`config.mk`:
```
export PLATFORM = sky130hd
export DESIGN_NAME = disp_data_gen_flat
export DESIGN_NICKNAME = d
export VERILOG_FILES = /design/src/rtl/disp_pkg.sv /design/src/rtl/disp_data_gen_if.sv /design/src/rtl/disp_data_gen_bcd_dabble_core.sv /design/src/rtl/disp_data_gen.sv /design/src/flat_wrapper.sv
export SDC_FILE = /design/constraint.sdc
export NUM_CORES = 1
export LEC_CHECK = 0
export CAP_MARGIN = 20
export CORE_UTILIZATION = 50
export DETAILED_ROUTE_END_ITERATION = 12
export PLACE_DENSITY = 0.74
export REMOVE_ABC_BUFFERS = 1
export SLEW_MARGIN = 20
export SYNTH_ARGS = -nofsm -noshare
export SYNTH_HDL_FRONTEND = slang
export SYNTH_HIERARCHICAL = 1
export SYNTH_SLANG_ARGS = --single-unit
```
`constraint.sdc`:
```
create_clock -name clk -period 1.9 [get_ports clk]
set_input_delay 0.475 -clock clk [delete_from_list [all_inputs] [get_ports clk]]
set_output_delay 0.475 -clock clk [all_outputs]
set_load 0.05 [all_outputs]
```
`src/rtl/disp_pkg.sv`:
```
// -----------------------------------------------------------------------------
// disp_pkg
// Shared definitions for the display data generator: FSM state encoding,
// front-panel mode one-hot codes, display tag nibbles, packing field
// positions and the duty-cycle saturation limit.
// -----------------------------------------------------------------------------
package disp_pkg;

   typedef enum logic [1:0] {
      IDLE  = 2'd0,
      LOAD  = 2'd1,
      SHIFT = 2'd2,
      PACK  = 2'd3
   } state_t;

   localparam logic [3:0] BLANK_NIB = 4'hF;

   // Tag nibble shown in the leftmost display digit.
   localparam logic [3:0] TAG_F = 4'h1;
   localparam logic [3:0] TAG_T = 4'h2;
   localparam logic [3:0] TAG_Z = 4'h3;

   // mode_sel one-hot codes; every other pattern means blank.
   localparam logic [3:0] MODE_F = 4'b0001;
   localparam logic [3:0] MODE_T = 4'b0010;
   localparam logic [3:0] MODE_Z = 4'b0100;

   // disp_data layout: [31:28] tag, [27:20] filler, [19:0] five BCD digits.
   localparam int TAG_LSB  = 28;
   localparam int FILL_LSB = 20;
   localparam int DIG_BITS = 20;

   localparam logic [6:0] Z_MAX = 7'd100;

   // Tag for a latched mode; BLANK_NIB marks a blank (invalid) mode.
   function automatic logic [3:0] mode_tag(input logic [3:0] mode);
      case (mode)
         MODE_F:  mode_tag = TAG_F;
         MODE_T:  mode_tag = TAG_T;
         MODE_Z:  mode_tag = TAG_Z;
         default: mode_tag = BLANK_NIB;
      endcase
   endfunction

endpackage

```
`src/rtl/disp_data_gen_if.sv`:
```
// -----------------------------------------------------------------------------
// disp_data_gen_if
// Bus between the front-panel/controller side (master) and the display data
// generator (slave).
//   mode_sel  : 4-bit one-hot quantity select (F / T / Z, else blank)
//   F, T, Z   : 9/11/7-bit front-panel quantities
//   start     : single-cycle conversion request
//   busy      : conversion in progress
//   done      : one-cycle pulse when disp_data updates
//   disp_data : eight display nibbles for the digit scanner
//
// Handshake: start is a request strobe with no ready; it is sampled on every
// clk edge and never dropped (a request during a conversion is queued, and
// further requests merge with the queued one). done is a single-cycle pulse
// coincident with the new disp_data value; disp_data holds between pulses.
// -----------------------------------------------------------------------------
interface disp_data_gen_if;
   logic [3:0]  mode_sel;
   logic [8:0]  F;
   logic [10:0] T;
   logic [6:0]  Z;
   logic        start;
   logic        busy;
   logic        done;
   logic [31:0] disp_data;

   modport master (
      output mode_sel, F, T, Z, start,
      input  busy, done, disp_data
   );

   modport slave (
      input  mode_sel, F, T, Z, start,
      output busy, done, disp_data
   );
endinterface

```
`src/rtl/disp_data_gen_bcd_dabble_core.sv`:
```
// -----------------------------------------------------------------------------
// bcd_dabble_core
// Iterative binary-to-BCD converter (shift-add-3). One iteration per i_step
// cycle: every BCD nibble >= 5 gets +3, then the whole {bcd, bin} register
// shifts left by one. After DATA_W iterations the BCD digits are valid.
// Ports:
//   clk, rst : clock, synchronous active-high reset
//   i_load   : start a new conversion with i_din (clears BCD and counter)
//   i_din    : binary value to convert
//   i_step   : perform one iteration (ignored once complete)
//   o_bcd    : DIGITS BCD digits, most significant first
//   o_last   : the iteration counter is on the final step
//   o_done   : all DATA_W iterations complete
// -----------------------------------------------------------------------------
module bcd_dabble_core #(
   parameter int DATA_W = 16,
   parameter int DIGITS = 5
) (
   input  logic                  clk,
   input  logic                  rst,
   input  logic                  i_load,
   input  logic [DATA_W-1:0]     i_din,
   input  logic                  i_step,
   output logic [DIGITS*4-1:0]   o_bcd,
   output logic                  o_last,
   output logic                  o_done
);

   localparam int SR_W  = DIGITS*4 + DATA_W;
   localparam int CNT_W = $clog2(DATA_W + 1);

   logic [SR_W-1:0]  r_sr;
   logic [CNT_W-1:0] r_cnt;
   logic [SR_W-1:0]  w_adj;

   // Add-3 correction on the BCD part only; binary part passes through.
   always_comb begin
      w_adj = r_sr;
      for (int i = 0; i < DIGITS; i++) begin
         if (r_sr[DATA_W + 4*i +: 4] >= 4'd5)
            w_adj[DATA_W + 4*i +: 4] = r_sr[DATA_W + 4*i +: 4] + 4'd3;
      end
   end

   always_ff @(posedge clk) begin
      if (rst) begin
         r_sr  <= '0;
         r_cnt <= '0;
      end else if (i_load) begin
         r_sr  <= {{(DIGITS*4){1'b0}}, i_din};
         r_cnt <= '0;
      end else if (i_step && !o_done) begin
         r_sr  <= w_adj << 1;
         r_cnt <= r_cnt + 1'b1;
      end
   end

   assign o_bcd  = r_sr[SR_W-1 -: DIGITS*4];
   assign o_last = (r_cnt == CNT_W'(DATA_W - 1));
   assign o_done = (r_cnt == CNT_W'(DATA_W));

endmodule

```
`src/rtl/disp_data_gen.sv`:
```
// -----------------------------------------------------------------------------
// disp_data_gen
// Produces the 32-bit disp_data word for the digit scanner. On a trigger
// (start or periodic refresh tick) it latches the quantity chosen by
// mode_sel, converts it to five BCD digits and packs tag + filler + digits.
// Ports:
//   clk, rst    : clock, synchronous active-high reset
//   bus (slave) : mode_sel, F, T, Z, start in; busy, done, disp_data out
//   o_dbg_state : current FSM state, for observation only
// Parameters:
//   DATA_W      : conversion width (inputs zero-extended to it)
//   DIGITS      : BCD digits, must be 5 to fit the packing layout
//   REFRESH_CYC : cycles between automatic conversions, 0 = no auto refresh
// Build option:
//   LZ_BLANK_EN : when defined, leading zero digits are shown as blank (4'hF);
//                 the least significant digit is always shown.
// -----------------------------------------------------------------------------
module disp_data_gen
   import disp_pkg::*;
#(
   parameter int DATA_W      = 16,
   parameter int DIGITS      = 5,
   parameter int REFRESH_CYC = 5000000
) (
   input  logic            clk,
   input  logic            rst,
   disp_data_gen_if.slave  bus,
   output state_t          o_dbg_state
);

   state_t                r_state;
   state_t                w_next;
   logic                  r_pending;
   logic [3:0]            r_mode;
   logic [31:0]           r_disp;
   logic                  r_done;

   logic                  w_tick;
   logic                  w_trig;
   logic                  w_load;
   logic                  w_step;
   logic                  w_pack;
   logic                  w_busy;
   logic [DATA_W-1:0]     w_sel_val;
   logic [DIGITS*4-1:0]   w_bcd;
   logic [DIGITS*4-1:0]   w_digits;
   logic                  w_core_last;
   logic                  w_core_done;
   logic [3:0]            w_tag;
   logic [31:0]           w_packed;

   // ---------------------------------------------------------------- refresh
   localparam int CNT_W = (REFRESH_CYC > 1) ? $clog2(REFRESH_CYC) : 1;

   generate
      if (REFRESH_CYC == 0) begin : g_no_refresh
         assign w_tick = 1'b0;
      end else begin : g_refresh
         logic [CNT_W-1:0] r_ref_cnt;

         // Counts 0..REFRESH_CYC-1; the tick is the wrap cycle.
         always_ff @(posedge clk) begin
            if (rst || w_tick)
               r_ref_cnt <= '0;
            else
               r_ref_cnt <= r_ref_cnt + 1'b1;
         end

         assign w_tick = (r_ref_cnt == CNT_W'(REFRESH_CYC - 1));
      end
   endgenerate

   // start and a coincident tick collapse into a single trigger.
   assign w_trig = bus.start | w_tick;

   // ------------------------------------------------------------ input mux
   always_comb begin
      w_sel_val = '0;
      case (bus.mode_sel)
         MODE_F:  w_sel_val = DATA_W'(bus.F);
         MODE_T:  w_sel_val = DATA_W'(bus.T);
         MODE_Z:  w_sel_val = (bus.Z > Z_MAX) ? DATA_W'(Z_MAX) : DATA_W'(bus.Z);
         default: w_sel_val = '0;
      endcase
   end

   // ---------------------------------------------------------- BCD engine
   bcd_dabble_core #(
      .DATA_W (DATA_W),
      .DIGITS (DIGITS)
   ) u_core (
      .clk    (clk),
      .rst    (rst),
      .i_load (w_load),
      .i_din  (w_sel_val),
      .i_step (w_step),
      .o_bcd  (w_bcd),
      .o_last (w_core_last),
      .o_done (w_core_done)
   );

   // ------------------------------------------------------- FSM: state reg
   always_ff @(posedge clk) begin
      if (rst)
         r_state <= IDLE;
      else
         r_state <= w_next;
   end

   // ------------------------------------------------------ FSM: next state
   always_comb begin
      w_next = r_state;
      case (r_state)
         IDLE:  if (w_trig) w_next = LOAD;
         LOAD:  w_next = SHIFT;
         SHIFT: if (w_core_last) w_next = PACK;
         // A trigger landing in the PACK cycle itself is not yet in
         // r_pending, so it is honoured here directly.
         PACK:  w_next = (r_pending || w_trig) ? LOAD : IDLE;
         default: w_next = IDLE;
      endcase
   end

   // ---------------------------------------------------------- FSM: outputs
   always_comb begin
      w_load = 1'b0;
      w_step = 1'b0;
      w_pack = 1'b0;
      w_busy = 1'b0;
      case (r_state)
         LOAD:  w_load = 1'b1;
         SHIFT: begin
            w_step = 1'b1;
            w_busy = 1'b1;
         end
         PACK:  begin
            w_pack = w_core_done;
            w_busy = 1'b1;
         end
         default: ;
      endcase
   end

   // At most one extra conversion is queued; PACK consumes it.
   always_ff @(posedge clk) begin
      if (rst)
         r_pending <= 1'b0;
      else if (r_state == PACK)
         r_pending <= 1'b0;
      else if ((r_state == LOAD || r_state == SHIFT) && w_trig)
         r_pending <= 1'b1;
   end

   // --------------------------------------------------------------- packing
   always_comb begin
      w_digits = w_bcd;
`ifdef LZ_BLANK_EN
      begin
         logic lead;
         lead = 1'b1;
         for (int i = DIGITS - 1; i > 0; i--) begin
            if (lead && (w_bcd[4*i +: 4] == 4'd0))
               w_digits[4*i +: 4] = BLANK_NIB;
            else
               lead = 1'b0;
         end
      end
`endif
   end

   assign w_tag = mode_tag(r_mode);

   always_comb begin
      w_packed = {8{BLANK_NIB}};
      if (w_tag != BLANK_NIB) begin
         w_packed[TAG_LSB +: 4]  = w_tag;
         w_packed[FILL_LSB +: 8] = {2{BLANK_NIB}};
         w_packed[0 +: DIG_BITS] = w_digits;
      end
   end

   always_ff @(posedge clk) begin
      if (rst) begin
         r_mode <= '0;
         r_disp <= '1;
         r_done <= 1'b0;
      end else begin
         r_done <= w_pack;
         if (w_load) r_mode <= bus.mode_sel;
         if (w_pack) r_disp <= w_packed;
      end
   end

   assign bus.busy      = w_busy;
   assign bus.done      = r_done;
   assign bus.disp_data = r_disp;
   assign o_dbg_state   = r_state;

endmodule

```
`src/flat_wrapper.sv`:
```
// flat-port wrapper written by rule: the top's interface ports become plain ports
module disp_data_gen_flat import disp_pkg::*;
#(
   parameter int DATA_W      = 16,
   parameter int DIGITS      = 5,
   parameter int REFRESH_CYC = 5000000
)
  (clk, rst, o_dbg_state, bus_mode_sel, bus_F, bus_T, bus_Z, bus_start, bus_busy, bus_done, bus_disp_data);
  disp_data_gen_if bus_i ();
  input  logic clk;
  input  logic rst;
  output state_t o_dbg_state;
  input wire logic [$bits(bus_i.mode_sel)-1:0] bus_mode_sel;
  input wire logic [$bits(bus_i.F)-1:0] bus_F;
  input wire logic [$bits(bus_i.T)-1:0] bus_T;
  input wire logic [$bits(bus_i.Z)-1:0] bus_Z;
  input wire logic [$bits(bus_i.start)-1:0] bus_start;
  output wire logic [$bits(bus_i.busy)-1:0] bus_busy;
  output wire logic [$bits(bus_i.done)-1:0] bus_done;
  output wire logic [$bits(bus_i.disp_data)-1:0] bus_disp_data;
  assign bus_i.mode_sel = bus_mode_sel;
  assign bus_i.F = bus_F;
  assign bus_i.T = bus_T;
  assign bus_i.Z = bus_Z;
  assign bus_i.start = bus_start;
  assign bus_busy = bus_i.busy;
  assign bus_done = bus_i.done;
  assign bus_disp_data = bus_i.disp_data;
  disp_data_gen #(.DATA_W(DATA_W), .DIGITS(DIGITS), .REFRESH_CYC(REFRESH_CYC)) u_core (.clk(clk), .rst(rst), .bus(bus_i), .o_dbg_state(o_dbg_state));
endmodule
```
==> results_dict.tcl <==
set metrics [dict create \
    outcome "finished, final reports clean" \
    io_pins 70 \
    layout_min_cycle_time_ps 1850 \
    max_stage_delay_ps 400 \
    hold_viol_final 0 \
    portBuffers 61 \
    insertion_delay_ps 380 \
    h-tree-depth 3 \
    yosys.area.top_type "dfxtp_1" \
    wl_mm 10.2 \
    setup_viol 0 \
    drc 0 \
    power_mw 5.89 \
    synth_edf_count 0 \
    synth_top_cells_by_count "95 x dfxtp_1, 59 x nand2_1, 45 x inv_1, 41 x nand3_1, 41 x nor2_1" \
    fp.dieArea_um2 10400 \
    yosys.cell_count.top_type "dfxtp_1" \
    antenna_left 0 \
    worstHoldStart "u_core/g_refresh.r_ref_cnt[0]$_SDFF_PP0_" \
    synth_area_um2 5020 \
    worstSetupPathType "reg2out" \
    cap_violations 0 \
    dpl_cell_area_um2 5630 \
    seq_power_share 0.419 \
    p_leak_nw 2.30 \
    clock_sinks 95 \
    ir_drop_mv 0.644 \
    layout-drive-gt1-share 0.205 \
    syn_area_per_cell_um2 8.49 \
    cts_tree "done" \
    postSynth.asyncResetShare 0 \
    gp_congestion 0.859 \
    grt_pass1_vias 3850 \
    cts_buffers 9 \
    gr-usage-all-layers 0.205 \
    synthDistinctLibCells 53 \
    antenna_found_initial 0 \
    multi_input_area_um2 2710 \
    reg2reg_depth 8 \
    rows 36 \
    r2r_start "u_core/u_core/r_cnt[0]$_SDFFE_PP0P_" \
    ys_ff_latch 95 \
    cp-start-kind "flip-flop" \
    critPathMaxFanout 5 \
    nNetsFinal 696 \
    reg2reg_to "u_core/bus.disp_data[29]$_SDFFE_PP1P_" \
    required_ps 1420 \
    cp_cell_sequence "inv_4 -> ha_4 -> or2_4 -> buf_12" \
    area_growth_pct 19.1 \
    syn_inst 591 \
    drt_first_pass_iters 4 \
    p_per_area_nw_per_um2 986 \
    synth_flop_cell "dfxtp_1" \
    reg2reg_slack_ps 150 \
    fin_skew_ps 7.79 \
    crit_family "flip-flops" \
    wl_per_cell_um 13.0 \
    min_path_type "reg2reg" \
    ys_seq_area_frac 0.379 \
    grt_max_degree 34 \
    end_kind "output pin" \
    seq_area_um2 1910 \
    antenna_cells 0 \
    grt_pass1_wl_mm 16.8 \
    fin_area_um2 5970 \
    fin_setup_tns_ps 0 \
    p_sw_mw 2.13 \
    whs_endpoint "u_core/g_refresh.r_ref_cnt[0]$_SDFF_PP0_" \
    yosys-top-cells-area "dfxtp_1 38%, buf_4 4.9%, ha_1 4.7%" \
    cts_max_path_buffers 2 \
    initial_utilization 0.516 \
    root_buffer "clkbuf_8" \
    path_buf_inv 2 \
    p_clk_frac 0.228 \
    final_util 0.614 \
    ctsHoldBuffers 0 \
    switching_share 0.362 \
    n_fill_cell 869 \
    slowest_stage "dfxtp_4" \
    intPower_mw 3.76 \
    die_w_um 102 \
    min_path_cells 1 \
    power_frac_comb 0.353 \
    instances_no_fill 781 \
    core_area_um2 9730 \
    fmax_ghz 0.539 \
    drt_iter0_markers 114 \
    ys_warn_count 6 \
    crit_arrival_ps 1380 \
    grt-ovfl-total 0 \
    die_h_um 102 \
    cts.clk_slew.worst_paths_ps 90 \
    min_period_over_period 0.976 \
    place_inst 763 \
    routed_via_density 5.32 \
    vias 4156 \
    dp.final_hpwl_mm 7.26 \
    synth_top_area_share 0.379 \
    slew_viol_final 0 \
]
==> cells in the final DEF (no fill, tap or decap), drive strengths merged, types with 8 or more instances in the layout <==
| cell type | n |
|---|---|
| dfxtp | 95 |
| nor3 | 38 |
| conb | 13 |
| buf | 59 |
| xnor2 | 15 |
| nand2b | 8 |
| clkdlybuf4s50 | 31 |
| ha | 19 |
| a21oi | 30 |
| nand2 | 60 |
| nand4 | 15 |
| o21ai | 27 |
| inv | 45 |
| and2 | 9 |
| clkbuf | 10 |
| nor2 | 42 |
| a2111oi | 15 |
| mux2 | 10 |
| nand3 | 42 |
==> cell type report <==
class                           instances  share of cell area
Sequential cell                        95               0.319
Clock buffer                           10              0.0230
Inverter                               45              0.0287
Tap cell                              133              0.0279
Clock inverter                          6              0.0101
Timing Repair Buffer                   92               0.138
Multi-Input combinational cell        400               0.453
==> worst max-delay path by stage <==
stage | from | slack (ps) | end | depth (start not counted)
after floorplan | u_core/o_dbg_state[0]$_SDFFE_PP0P_ | -1160 | u_core/u_core/r_sr[17]$_SDFFE_PP0P_ | 5
final | u_core/o_dbg_state[0]$_SDFFE_PP0P_ | 50 | bus_busy | 4
after detailed placement | bus_mode_sel[3] | -480 | u_core/u_core/r_sr[3]$_SDFFE_PP0P_ | 7
after global routing | u_core/o_dbg_state[0]$_SDFFE_PP0P_ | -3 | bus_busy | 4
after global placement | bus_mode_sel[3] | -410 | u_core/u_core/r_sr[4]$_SDFFE_PP0P_ | 7
after CTS | bus_mode_sel[3] | 0.7 | u_core/u_core/r_sr[6]$_SDFFE_PP0P_ | 8
==> registers in the layout (all words and copies together), names as in the netlist <==
register and count:
u_core/r_mode 4, u_core/o_dbg_state 2, u_core/u_core/r_cnt 5, u_core/g_refresh.r_ref_cnt 23, u_core/r_pending 1, u_core/bus.disp_data 23
u_core/bus.done 1, u_core/u_core/r_sr 36
==> what timing repair did <==
item | in CTS | in global routing
setup endpoints to repair | 4 | 11
setup buffers | 1 | 0
pin swaps | 0 | 7
gates resized for setup | 10 | 20
gates cloned | 0 | 1
==> worst reg2reg max path, stage by stage (launching register included) <==
cell       delay [ps]
dfxtp_1           360
inv_1              70
ha_1              140
nand4bb_1         200
inv_1             130
nand2_1            80
or3_1             330
o32ai_1           240
nand2b_1           80
==> metrics by stage <==
stage          setup slack, ps  hold slack, ps
6_report                  45.1             445
5_1_grt                  -3.19             477
4_1_cts                  0.656             451
3_5_place_dp              -483             434
3_3_place_gp              -406             424
2_1_floorplan            -1160             413
==> layer usage <==
metal,routed length [um],GRT usage,up-vias
met1,4550,0.240,1944
li1,-,-,2109
met5,0,0,-
met3,359,0.0417,23
met4,272,0.100,0
met2,5010,0.359,80
==> power by group through the flow <==
stage / sequential [mW] / clock (mW) / combinational (mW)
2_1_floorplan: 2.52 / 0 / 1.21
3_3_place_gp: 2.48 / 0 / 1.87
3_5_place_dp: 2.49 / 0 / 1.93
4_1_cts: 2.45 / 1.37 / 1.98
5_1_grt: 2.50 / 1.46 / 2.30
6_report: 2.47 / 1.34 / 2.08
==> logic make-up (layout without fill, tap and decap cells) <==
kind of cell | Yosys count | after routing | synth area share
AOI/OAI and AO/OA | 94 | 94 | 0.138
xor gates and xnor gates | 22 | 22 | 0.0384
adders and majority gates | 19 | 19 | 0.0474
buffers and inverters | 107 | 153 | 0.111
DFF | 95 | 95 | 0.379
muxes | 14 | 14 | 0.0304
other | 2 | 13 | 0.00150
and+or+nand+nor | 238 | 238 | 0.253
(Power assumes the default switching activity.)
==> RTL edit: new RTL, same flow settings <==
Add a define of `LZ_BLANK_EN`.
--- a/src/rtl/disp_data_gen.sv
+++ b/src/rtl/disp_data_gen.sv
@@ -15,6 +15,8 @@
 //   LZ_BLANK_EN : when defined, leading zero digits are shown as blank (4'hF);
 //                 the least significant digit is always shown.
 // -----------------------------------------------------------------------------
+`define LZ_BLANK_EN
+
 module disp_data_gen
    import disp_pkg::*;
 #(
Check against the original RTL: same outputs for any inputs over 10 cycles, from zero or initial values and one cycle with rst high; that may be too few to reach the edited logic, so the function may still have changed.
==> RTL edit against the original RTL <==
Sequential cell count is the same; total power grew 4.1%; cell area grew 1.5%; critical path depth grew 3; fmax grew 0.45%; count of clock-buffer cells in the layout shrank 1; area after synthesis grew 0.42%; worst setup slack gained 0.0083 ns; wire length grew 10%.
==> RTL edit: results (changes against the original RTL) <==
timing:
  min_period_over_period_pct: 97.2  # -0.44 points
  fin_skew_ns: 0.0133  # +0.00547 ns
finish:
  layout.nets: 690  # -0.86%
logic_synthesis:
  synth_cell_types: 56  # +5.7%
  synth_area_leaders: "dfxtp_1, ha_1, buf_4"
  yosys-top-cells-count: "dfxtp_1, inv_1, nor2_1, nor3_1, buf_4"
  synth_top_cell_area_share_pct: 37.7  # -0.16 points
worst_setup_path:
  critPathMaxStageDelay_ns: 0.54  # +0.14 ns
  setup.worst_path.start: "bus_mode_sel[1]"
  regToRegSetupSlack_ns: 0.10  # -0.05 ns
  rr_endpoint: "u_core/bus.disp_data[17]"
  r2r-start: "u_core/u_core/r_cnt[1]"
  slowest_stage: "or4b_4"
  path_max_fanout: 2  # -3
run_status:
  status: "finished clean"
power_and_ir_drop:
  p_leak_nw: 2.25  # -1.8%
detailed_routing:
  drtPass1Iterations: 7  # +3
  vias: 4213  # +1.4%
  wl_mm: 11.2  # +10%
  wire_per_inst_um: 14.5  # +11%
placement:
  placedCellCount: 754  # -1.2%
  place_ws_ns: -0.487  # -0.00338 ns
grt:
  gr-usage-all-layers_pct: 22.0  # +1.5 points
  grt_max_degree: 52  # +53%
  grtUsageMet2_pct: 39.0  # +3.1 points
RTL edit: cell count changes in the layout (fill, tap and decap cells not counted), sizes merged, moves of 2 or more:
cell,unedited run,this run
nand2,60,31
buf,59,57
nor4,1,4
and2,9,11
nand2b,8,25
o22ai,0,16
nand3,42,27
RTL edit: stage by stage:
stage,util [%],TNS (ns)
finish,62.0,0
global route,62.0,-0.176
detailed placement,57.5,-3.87
floorplan,-,-40.77
global placement,57.5,-3.22
CTS,60.3,-0.0347
RTL edit: worst min path at each step:
| stage | to | cells past startpoint | slack, ns | startpoint |
|---|---|---|---|---|
| floorplan | u_core/g_refresh.r_ref_cnt[0] | 1 | 0.41 | u_core/g_refresh.r_ref_cnt[0] |
| global placement | u_core/g_refresh.r_ref_cnt[0] | 1 | 0.42 | u_core/g_refresh.r_ref_cnt[0] |
| detailed placement | u_core/g_refresh.r_ref_cnt[0] | 1 | 0.43 | u_core/g_refresh.r_ref_cnt[0] |
| CTS | u_core/g_refresh.r_ref_cnt[0] | 1 | 0.45 | u_core/g_refresh.r_ref_cnt[0] |
| global route | u_core/g_refresh.r_ref_cnt[0] | 1 | 0.48 | u_core/g_refresh.r_ref_cnt[0] |
| finish | u_core/g_refresh.r_ref_cnt[0] | 1 | 0.45 | u_core/g_refresh.r_ref_cnt[0] |
RTL edit: report_power, final:
group,internal [mW],switching [mW]
Sequential,2.26,0.205
Combinational,0.891,1.31
Clock,0.743,0.731
Total,3.89,2.24
RTL edit: timing repair:
action / in CTS / in global routing
resized for setup: 14 / 26
cloned: 0 / 3
setup endpoints to repair: 17 / 46
buffers inserted: 1 / 1
hold buffers: 0 / 0
pin swaps: 1 / 8
RTL edit: cells by family (layout without fill, tap and decap cells):
| group | count (synthesis) | in the layout | synth area share, % |
|---|---|---|---|
| simple gates | 215 | 217 | 23.3 |
| compound gates | 112 | 112 | 16.1 |
| buf+inv | 105 | 150 | 11.1 |
| flops | 95 | 95 | 37.7 |
| xor+xnor | 22 | 22 | 3.82 |
| fa+ha+maj | 19 | 19 | 4.72 |
| mux | 14 | 14 | 3.03 |
| other cells | 2 | 13 | 0.149 |
RTL edit: metal layers:
metal  wire length (um)  part of all wire, %
met3                328                  2.9
met5                  0                    0
met2               5690                   51
met1               5050                   45
met4                166                  1.5
RTL edit: final cells by class:
class,count,area share (%)
Clock inverter,7,1.61
Timing Repair Buffer,89,13.3
Inverter,45,2.79
Multi-Input combinational cell,397,46.1
Tap cell,133,2.75
Clock buffer,9,2.04
Sequential cell,95,31.5
